<file path="config.mk">
export PLATFORM = sky130hd
export DESIGN_NAME = uart_tx_flat
export DESIGN_NICKNAME = d
export VERILOG_FILES = /design/src/rtl/uart_tx_pkg.sv /design/src/rtl/uart_tx_if.sv /design/src/rtl/uart_tx_baud_gen.sv /design/src/rtl/uart_tx.sv /design/src/flat_wrapper.sv
export SDC_FILE = /design/constraint.sdc
export NUM_CORES = 1
export LEC_CHECK = 0
export BUFFER_PORTS_ARGS = -buffer_cell sky130_fd_sc_hd__buf_2
export CAP_MARGIN = 20
export CORE_MARGIN = 2
export CORE_UTILIZATION = 40
export DETAILED_ROUTE_END_ITERATION = 8
export GPL_TIMING_DRIVEN = 1
export PLACE_DENSITY = 0.58
export SLEW_MARGIN = 20
export SYNTH_ARGS = -nofsm -noshare
export SYNTH_HDL_FRONTEND = slang
export SYNTH_SLANG_ARGS = --single-unit
export TNS_END_PERCENT = 1
</file>
<file path="constraint.sdc">
create_clock -name clk -period 2.2 [get_ports clk]
set_input_delay 0.33 -clock clk [delete_from_list [all_inputs] [get_ports clk]]
set_output_delay 0.33 -clock clk [all_outputs]
set_load 0.03 [all_outputs]
</file>
<file path="src/rtl/uart_tx_pkg.sv">
`default_nettype none
// ============================================================================
// Module  : uart_tx_pkg
// Brief   : Shared parity coding, FSM states and parity helpers for uart_tx.
// Revision: 1.0 - initial release
// ============================================================================
package uart_tx_pkg;

    typedef logic [1:0] parity_t;

    // Same coding as the receiver side so a TX/RX pair with equal settings round-trips.
    localparam parity_t c_parity_none = 2'd0;
    localparam parity_t c_parity_odd  = 2'd1;
    localparam parity_t c_parity_even = 2'd2;

    typedef enum logic [2:0] {
        ST_IDLE   = 3'd0,
        ST_START  = 3'd1,
        ST_DATA   = 3'd2,
        ST_PARITY = 3'd3,
        ST_STOP   = 3'd4
    } tx_state_t;

    function automatic logic parity_enabled(input parity_t ptype);
        return (ptype == c_parity_odd) || (ptype == c_parity_even);
    endfunction

    function automatic logic parity_bit(input logic [7:0] data, input parity_t ptype);
        return (ptype == c_parity_odd) ? ~^data : ^data;
    endfunction

endpackage
`default_nettype wire

</file>
<file path="src/rtl/uart_tx_if.sv">
`default_nettype none
// ============================================================================
// Module  : uart_tx_if
// Brief   : Byte handshake and serial line bundle of the UART transmitter.
// Revision: 1.0 - initial release
// ============================================================================
interface uart_tx_if;
    import uart_tx_pkg::*;

    logic       tx_start;
    logic [7:0] tx_data;
    parity_t    parity_type;
    logic       serial_data_out;
    logic       tx_busy;
    logic       tx_done;

    modport master (
        output tx_start, tx_data, parity_type,
        input  serial_data_out, tx_busy, tx_done
    );

    modport slave (
        input  tx_start, tx_data, parity_type,
        output serial_data_out, tx_busy, tx_done
    );

endinterface
`default_nettype wire

</file>
<file path="src/rtl/uart_tx_baud_gen.sv">
`default_nettype none
// ============================================================================
// Module  : uart_tx_baud_gen
// Brief   : Bit-period counter; o_bit_tick marks the last cycle of each bit.
// Revision: 1.0 - initial release
// ============================================================================
module uart_tx_baud_gen #(
    parameter int CLKS_PER_BIT = 434
) (
    input  wire logic clk,
    input  wire logic rst,
    input  wire logic i_clear,
    output logic      o_bit_tick
);

    localparam int                 c_cnt_w = (CLKS_PER_BIT > 2) ? $clog2(CLKS_PER_BIT) : 1;
    localparam logic [c_cnt_w-1:0] c_last  = c_cnt_w'(CLKS_PER_BIT - 1);

    logic [c_cnt_w-1:0] r_cnt;

    // Reloading on every terminal count keeps bit boundaries drift-free.
    always_ff @(posedge clk) begin
        if (!rst || i_clear || (r_cnt == c_last)) begin
            r_cnt <= '0;
        end else begin
            r_cnt <= r_cnt + 1'b1;
        end
    end

    assign o_bit_tick = (r_cnt == c_last) && !i_clear;

endmodule
`default_nettype wire

</file>
<file path="src/rtl/uart_tx.sv">
`default_nettype none
// ============================================================================
// Module  : uart_tx
// Brief   : UART serializer: start, 8 data bits LSB first, optional parity, stop bit(s).
// Revision: 1.0 - initial release
// ============================================================================
module uart_tx
    import uart_tx_pkg::*;
#(
    parameter int CLK_FREQ     = 50_000_000,
    parameter int BAUD_RATE    = 115_200,
    parameter int CLKS_PER_BIT = CLK_FREQ / BAUD_RATE,
    parameter int STOP_BITS    = 1
) (
    input  wire logic clk,
    input  wire logic rst,
    uart_tx_if.slave  bus
);

    localparam logic c_last_stop = 1'(STOP_BITS - 1);

    tx_state_t  r_state,     w_state_nxt;
    logic [7:0] r_shift,     w_shift_nxt;
    logic [2:0] r_idx,       w_idx_nxt;
    logic       r_stop_cnt,  w_stop_cnt_nxt;
    logic       r_par_en,    w_par_en_nxt;
    logic       r_par_bit,   w_par_bit_nxt;
    logic       r_line,      w_line_nxt;
    logic       r_done,      w_done_nxt;
    logic       w_clear;
    logic       w_tick;

    // Held clear while idle so the start bit begins a fresh full-length period.
    uart_tx_baud_gen #(
        .CLKS_PER_BIT (CLKS_PER_BIT)
    ) u_baud_gen (
        .clk        (clk),
        .rst        (rst),
        .i_clear    (w_clear),
        .o_bit_tick (w_tick)
    );

    always_ff @(posedge clk) begin
        if (!rst) begin
            r_state    <= ST_IDLE;
            r_shift    <= '0;
            r_idx      <= '0;
            r_stop_cnt <= 1'b0;
            r_par_en   <= 1'b0;
            r_par_bit  <= 1'b0;
            r_line     <= 1'b1;
            r_done     <= 1'b0;
        end else begin
            r_state    <= w_state_nxt;
            r_shift    <= w_shift_nxt;
            r_idx      <= w_idx_nxt;
            r_stop_cnt <= w_stop_cnt_nxt;
            r_par_en   <= w_par_en_nxt;
            r_par_bit  <= w_par_bit_nxt;
            r_line     <= w_line_nxt;
            r_done     <= w_done_nxt;
        end
    end

    always_comb begin
        w_state_nxt    = r_state;
        w_shift_nxt    = r_shift;
        w_idx_nxt      = r_idx;
        w_stop_cnt_nxt = r_stop_cnt;
        w_par_en_nxt   = r_par_en;
        w_par_bit_nxt  = r_par_bit;
        w_line_nxt     = r_line;
        w_done_nxt     = 1'b0;
        w_clear        = 1'b0;

        unique case (r_state)
            ST_IDLE: begin
                w_clear    = 1'b1;
                w_line_nxt = 1'b1;
                if (bus.tx_start) begin
                    w_shift_nxt   = bus.tx_data;
                    w_par_en_nxt  = parity_enabled(bus.parity_type);
                    w_par_bit_nxt = parity_bit(bus.tx_data, bus.parity_type);
                    w_idx_nxt     = '0;
                    w_line_nxt    = 1'b0;
                    w_state_nxt   = ST_START;
                end
            end
            ST_START: begin
                if (w_tick) begin
                    w_line_nxt  = r_shift[0];
                    w_state_nxt = ST_DATA;
                end
            end
            ST_DATA: begin
                if (w_tick) begin
                    if (r_idx == 3'd7) begin
                        w_stop_cnt_nxt = 1'b0;
                        if (r_par_en) begin
                            w_line_nxt  = r_par_bit;
                            w_state_nxt = ST_PARITY;
                        end else begin
                            w_line_nxt  = 1'b1;
                            w_state_nxt = ST_STOP;
                        end
                    end else begin
                        w_idx_nxt   = r_idx + 3'd1;
                        w_shift_nxt = r_shift >> 1;
                        w_line_nxt  = r_shift[1];
                    end
                end
            end
            ST_PARITY: begin
                if (w_tick) begin
                    w_stop_cnt_nxt = 1'b0;
                    w_line_nxt     = 1'b1;
                    w_state_nxt    = ST_STOP;
                end
            end
            ST_STOP: begin
                if (w_tick) begin
                    if (r_stop_cnt == c_last_stop) begin
                        w_done_nxt  = 1'b1;
                        w_state_nxt = ST_IDLE;
                    end else begin
                        w_stop_cnt_nxt = r_stop_cnt + 1'b1;
                    end
                end
            end
            default: begin
                w_line_nxt  = 1'b1;
                w_state_nxt = ST_IDLE;
            end
        endcase
    end

    assign bus.serial_data_out = r_line;
    assign bus.tx_busy         = (r_state != ST_IDLE);
    assign bus.tx_done         = r_done;

endmodule
`default_nettype wire
</file>
<file path="src/flat_wrapper.sv">
// flat-port wrapper written by rule: the top's interface ports become plain ports
module uart_tx_flat import uart_tx_pkg::*;
#(
    parameter int CLK_FREQ     = 50_000_000,
    parameter int BAUD_RATE    = 115_200,
    parameter int CLKS_PER_BIT = CLK_FREQ / BAUD_RATE,
    parameter int STOP_BITS    = 1
)
  (clk, rst, bus_tx_start, bus_tx_data, bus_parity_type, bus_serial_data_out, bus_tx_busy, bus_tx_done);
  uart_tx_if bus_i ();
  input  wire logic clk;
  input  wire logic rst;
  input wire logic [$bits(bus_i.tx_start)-1:0] bus_tx_start;
  input wire logic [$bits(bus_i.tx_data)-1:0] bus_tx_data;
  input wire logic [$bits(bus_i.parity_type)-1:0] bus_parity_type;
  output wire logic [$bits(bus_i.serial_data_out)-1:0] bus_serial_data_out;
  output wire logic [$bits(bus_i.tx_busy)-1:0] bus_tx_busy;
  output wire logic [$bits(bus_i.tx_done)-1:0] bus_tx_done;
  assign bus_i.tx_start = bus_tx_start;
  assign bus_i.tx_data = bus_tx_data;
  assign bus_i.parity_type = bus_parity_type;
  assign bus_serial_data_out = bus_i.serial_data_out;
  assign bus_tx_busy = bus_i.tx_busy;
  assign bus_tx_done = bus_i.tx_done;
  uart_tx #(.CLK_FREQ(CLK_FREQ), .BAUD_RATE(BAUD_RATE), .CLKS_PER_BIT(CLKS_PER_BIT), .STOP_BITS(STOP_BITS)) u_core (.clk(clk), .rst(rst), .bus(bus_i));
endmodule
</file>
==> summary.txt <==
Run status
  • Run status: complete, no violations

Synthesis
  • Number of synthesis warnings: 0
  • Top_reg_cell synth: dfxtp_1
  • Post-Synthesis Mean Instance Area: between 8 and 9 µm²
  • Xor-xnor portion of the synthesized cell area: 0.08725
  • Number of enable flip-flop cells after synthesis: 0
  • Multiplexer area fraction after synthesis: 0.007699
  • Most area-hungry cell type in the Yosys netlist: dfxtp_1
  • Proportion of netlist area held by the largest area contributor: 0.3695
  • Simple-gate share of the synthesized area: 0.2395
  • Share of the synthesized area in compound gates (AO/OA/AOI/OAI): 0.2053
  • Netlist area before placement: 0.001463 mm²
  • Flop and latch count out of synthesis: 27
  • Top cells by area in the synthesized netlist: dfxtp_1 37%, a21oi_1 5.5%, xnor2_1 5.4%
  • Yosys cell types: 39
  • Share of async-settable or async-resettable flops after synthesis: 0
  • Synthesized instance count: 175
  • Sequential area share after synthesis: 0.3695
  • Synthesized-area fraction occupied by adder cells: 0.04277
  • Combinational family with the most area after synthesis: simple AND/OR/NAND/NOR gates
  • Number of nets in the synthesized netlist: 193

Hold path
  • Hold/Removal Path Class: input pin to flip-flop

Flow run
  • Max-cap violations: 0

Placement
  • Final HPWL from detailed placement: 2.064 mm
  • Count of buffers from port buffering: 15
  • Gpl congestion: approximately 0.84

Cells and area
  • Area taken by multi-input logic gates: between 800 and 900 µm²
  • Total area of sequential cells: around 540 µm²
  • Number of filler instances in the final layout: 359
  • Antenna Cells: 0
  • P&R area growth vs syn: 9.496%
  • Share of cells above drive strength 1: 0.1429
  • NumNets Final: 208

Drt
  • Number of vias in the routed layout: approximately 1200
  • Remaining design rule violation count: 0
  • Routed wire length: 2.923 mm
  • Drt pass-1 iters: 4
  • Routed length per instance: 12.44 µm
  • Number of design-rule violations left by the first detailed-router iteration: 95
  • DR vias/cell: about 5.2
  • Remaining number of nets flagged by the antenna check after routing: 0

Clocking
  • Maximum clock path buffer count: 2
  • CTS Root Buffer Type: clkbuf_4
  • Post-cts sizing count: 0
  • Register clock-pin slew on the reported worst setup and hold paths: roughly 0.15 ns
  • Count of hold-fix buffers inserted at cts: 0
  • Number of buffers inserted to repair setup after CTS: 0
  • CTS tree: yes
  • Num CTS Buffers: 3
  • Number of clock sinks: 27
  • Insertion delay of the later-clocked pin in the worst-skew pair: roughly 0.33 ns
  • H-tree levels: 1

Floorplanning
  • Row count: 21
  • Die width: between 60 and 70 µm
  • Initial cell density of the core: 0.4282
  • Die height: roughly 64 µm
  • Ports placed on the boundary: 16
  • Die area: 0.004156 mm²
  • Area of the core: around 0.0034 mm²

STA
  • Final setup violation count: 0
  • Max transition margin: 0.4756
  • Final count of pins violating max slew: 0
  • Worst clock skew: 0.005742 ns
  • Hold WS: 0.2348 ns
  • Tcrit/Tclk final: 0.8763
  • Max frequency: 518.7 MHz
  • RSZ-0062 raised after global routing: false
  • Setup TNS: 0 ns
  • Period minus WS final: 1.928 ns
  • Final Hold Violating Endpoints: 0
  • Transition at the pin with the smallest max-transition slack: a little under 0.8 ns

GRT
  • Global-route wire length before repair: 5.030 mm
  • Gr usage total: 0.1532
  • Number of global-route vias before repair: 1135
  • Total global routing overflow: 0
  • Largest net degree at the start of global routing: 20
  • Number of antenna violations at the first check in global routing: 0

Power and ir drop
  • Standby leakage power: 0.6161 nW
  • Highest ir drop seen on vdd: 0.2677 mV
  • Power Density: approximately 540 mW/mm²

Setup path
  • Crit path arrival time: 2.19 ns
  • Setup CP Type: flip-flop to flip-flop
  • Top cell by count, worst path: ha_1
  • Type of destination of the critical path: flip-flop
  • Top delay family on crit path: compound AO/OA/AOI/OAI gates
  • Required time at the endpoint of the critical path: about 2.5 ns
  • Worst Path Buf+Inv: 1
  • Cells along the critical path: ha_1 -> ha_1 -> inv_1 -> a21oi_2 -> o21ai_1 -> a21oi_1
  • Critical path's largest stage delay: 0.64 ns
  • Critical Path Start Type: flip-flop
  • Maximum fanout along the worst path: 19
  • Slowest stage cell on the critical path: a21oi_2
[synthesized netlist by cell type, types with 2 or more instances]
cell type,count
nor2_1,19
a21oi_1,16
nand4_1,3
nor2b_1,2
clkbuf_1,4
dfxtp_1,27
o21ai_0,3
nor3b_1,3
nor3_1,2
a211o_1,8
inv_1,7
a211oi_1,4
buf_2,2
nand2_1,20
xnor2_1,9
nand3_1,6
xor2_1,3
ha_1,5
nand2b_1,2
o21ai_1,11
[routing by layer]
metal	wire (µm)	global-route usage	vias to the layer above
met1	1488	0.2052	554
li1	-	-	643
met3	103	0.04340	5
met5	0	0	-
met4	29	0.04255	0
met2	1301	0.2422	19
[worst reg2reg max path, cell delays in order, from the launching register on]
cell and delay [ns]:
dfxtp_1 0.38, ha_1 0.16, ha_1 0.25, inv_1 0.09, a21oi_2 0.64, o21ai_1 0.17, a21oi_1 0.17
[layout by cell type (no fill, tap or decap), types with 2 or more instances in the layout]
cell	count
clkbuf_4	3
nor3b_1	3
a211o_1	8
o21ai_0	3
dfxtp_1	27
ha_1	5
nor3_1	2
nor2b_1	2
nor2_1	19
o21ai_1	11
inv_1	7
nand3_1	6
xor2_1	3
nand2_1	20
a211oi_1	4
a21oi_1	16
buf_2	15
xnor2_1	9
buf_4	3
nand4_1	3
nand2b_1	2
[power breakdown]
| part | internal, mW | total (mW) | switching, mW |
|---|---|---|---|
| sequential | 0.508 | 0.526 | 0.0176 |
| combinational | 0.0593 | 0.125 | 0.0654 |
| clock | 0.0683 | 0.219 | 0.151 |
[final timing paths]
kind | startpoint | to | slack (ns) | cells past startpoint
hold / removal | rst | u_core.bus.serial_data_out | 0.23 | 2
hold reg to reg | u_core.r_shift[2] | u_core.r_shift[2] | 0.49 | 2
setup / recovery | u_core.r_idx[0] | u_core.r_idx[0] | 0.27 | 6
setup reg to reg | u_core.r_idx[0] | u_core.r_idx[0] | 0.27 | 6
[flip-flops by register name, indices dropped and copies added, names as in the netlist]
register                    flops
u_core.u_baud_gen.r_cnt         9
u_core.r_par_en                 1
u_core.r_state                  3
u_core.r_par_bit                1
u_core.r_shift                  8
u_core.bus.tx_done              1
u_core.bus.serial_data_out      1
u_core.r_idx                    3
[kinds of logic after synthesis]
group	count (synthesis)
adders and majority gates	5
AOI/OAI and AO/OA	47
DFF	27
and+or+nand+nor	67
buffers and inverters	15
xor gates and xnor gates	13
muxes	1
[per-stage QoR]
stage	instance area (µm²)	std cells	power (mW)	setup WS [ns]	util
after floorplan	1463	175	0.6226	0.5882	-
after global placement	1574	231	0.6597	0.3416	0.4608
after detailed placement	1574	231	0.6611	0.2955	0.4608
after CTS	1602	235	0.8851	0.2803	0.4689
after global routing	1602	235	0.9228	0.03435	0.4689
final	1602	235	0.8699	0.2720	0.4689
[area by class of cell]
cell class,instances,share of cell area
clock buffer,3,0.01406
clock inverter,1,0.003125
inverter,7,0.01641
multi-input combinational,133,0.5320
sequential,27,0.3375
tap,46,0.03594
timing repair buffer,18,0.06094
Power figures use the tool's default switching activity.
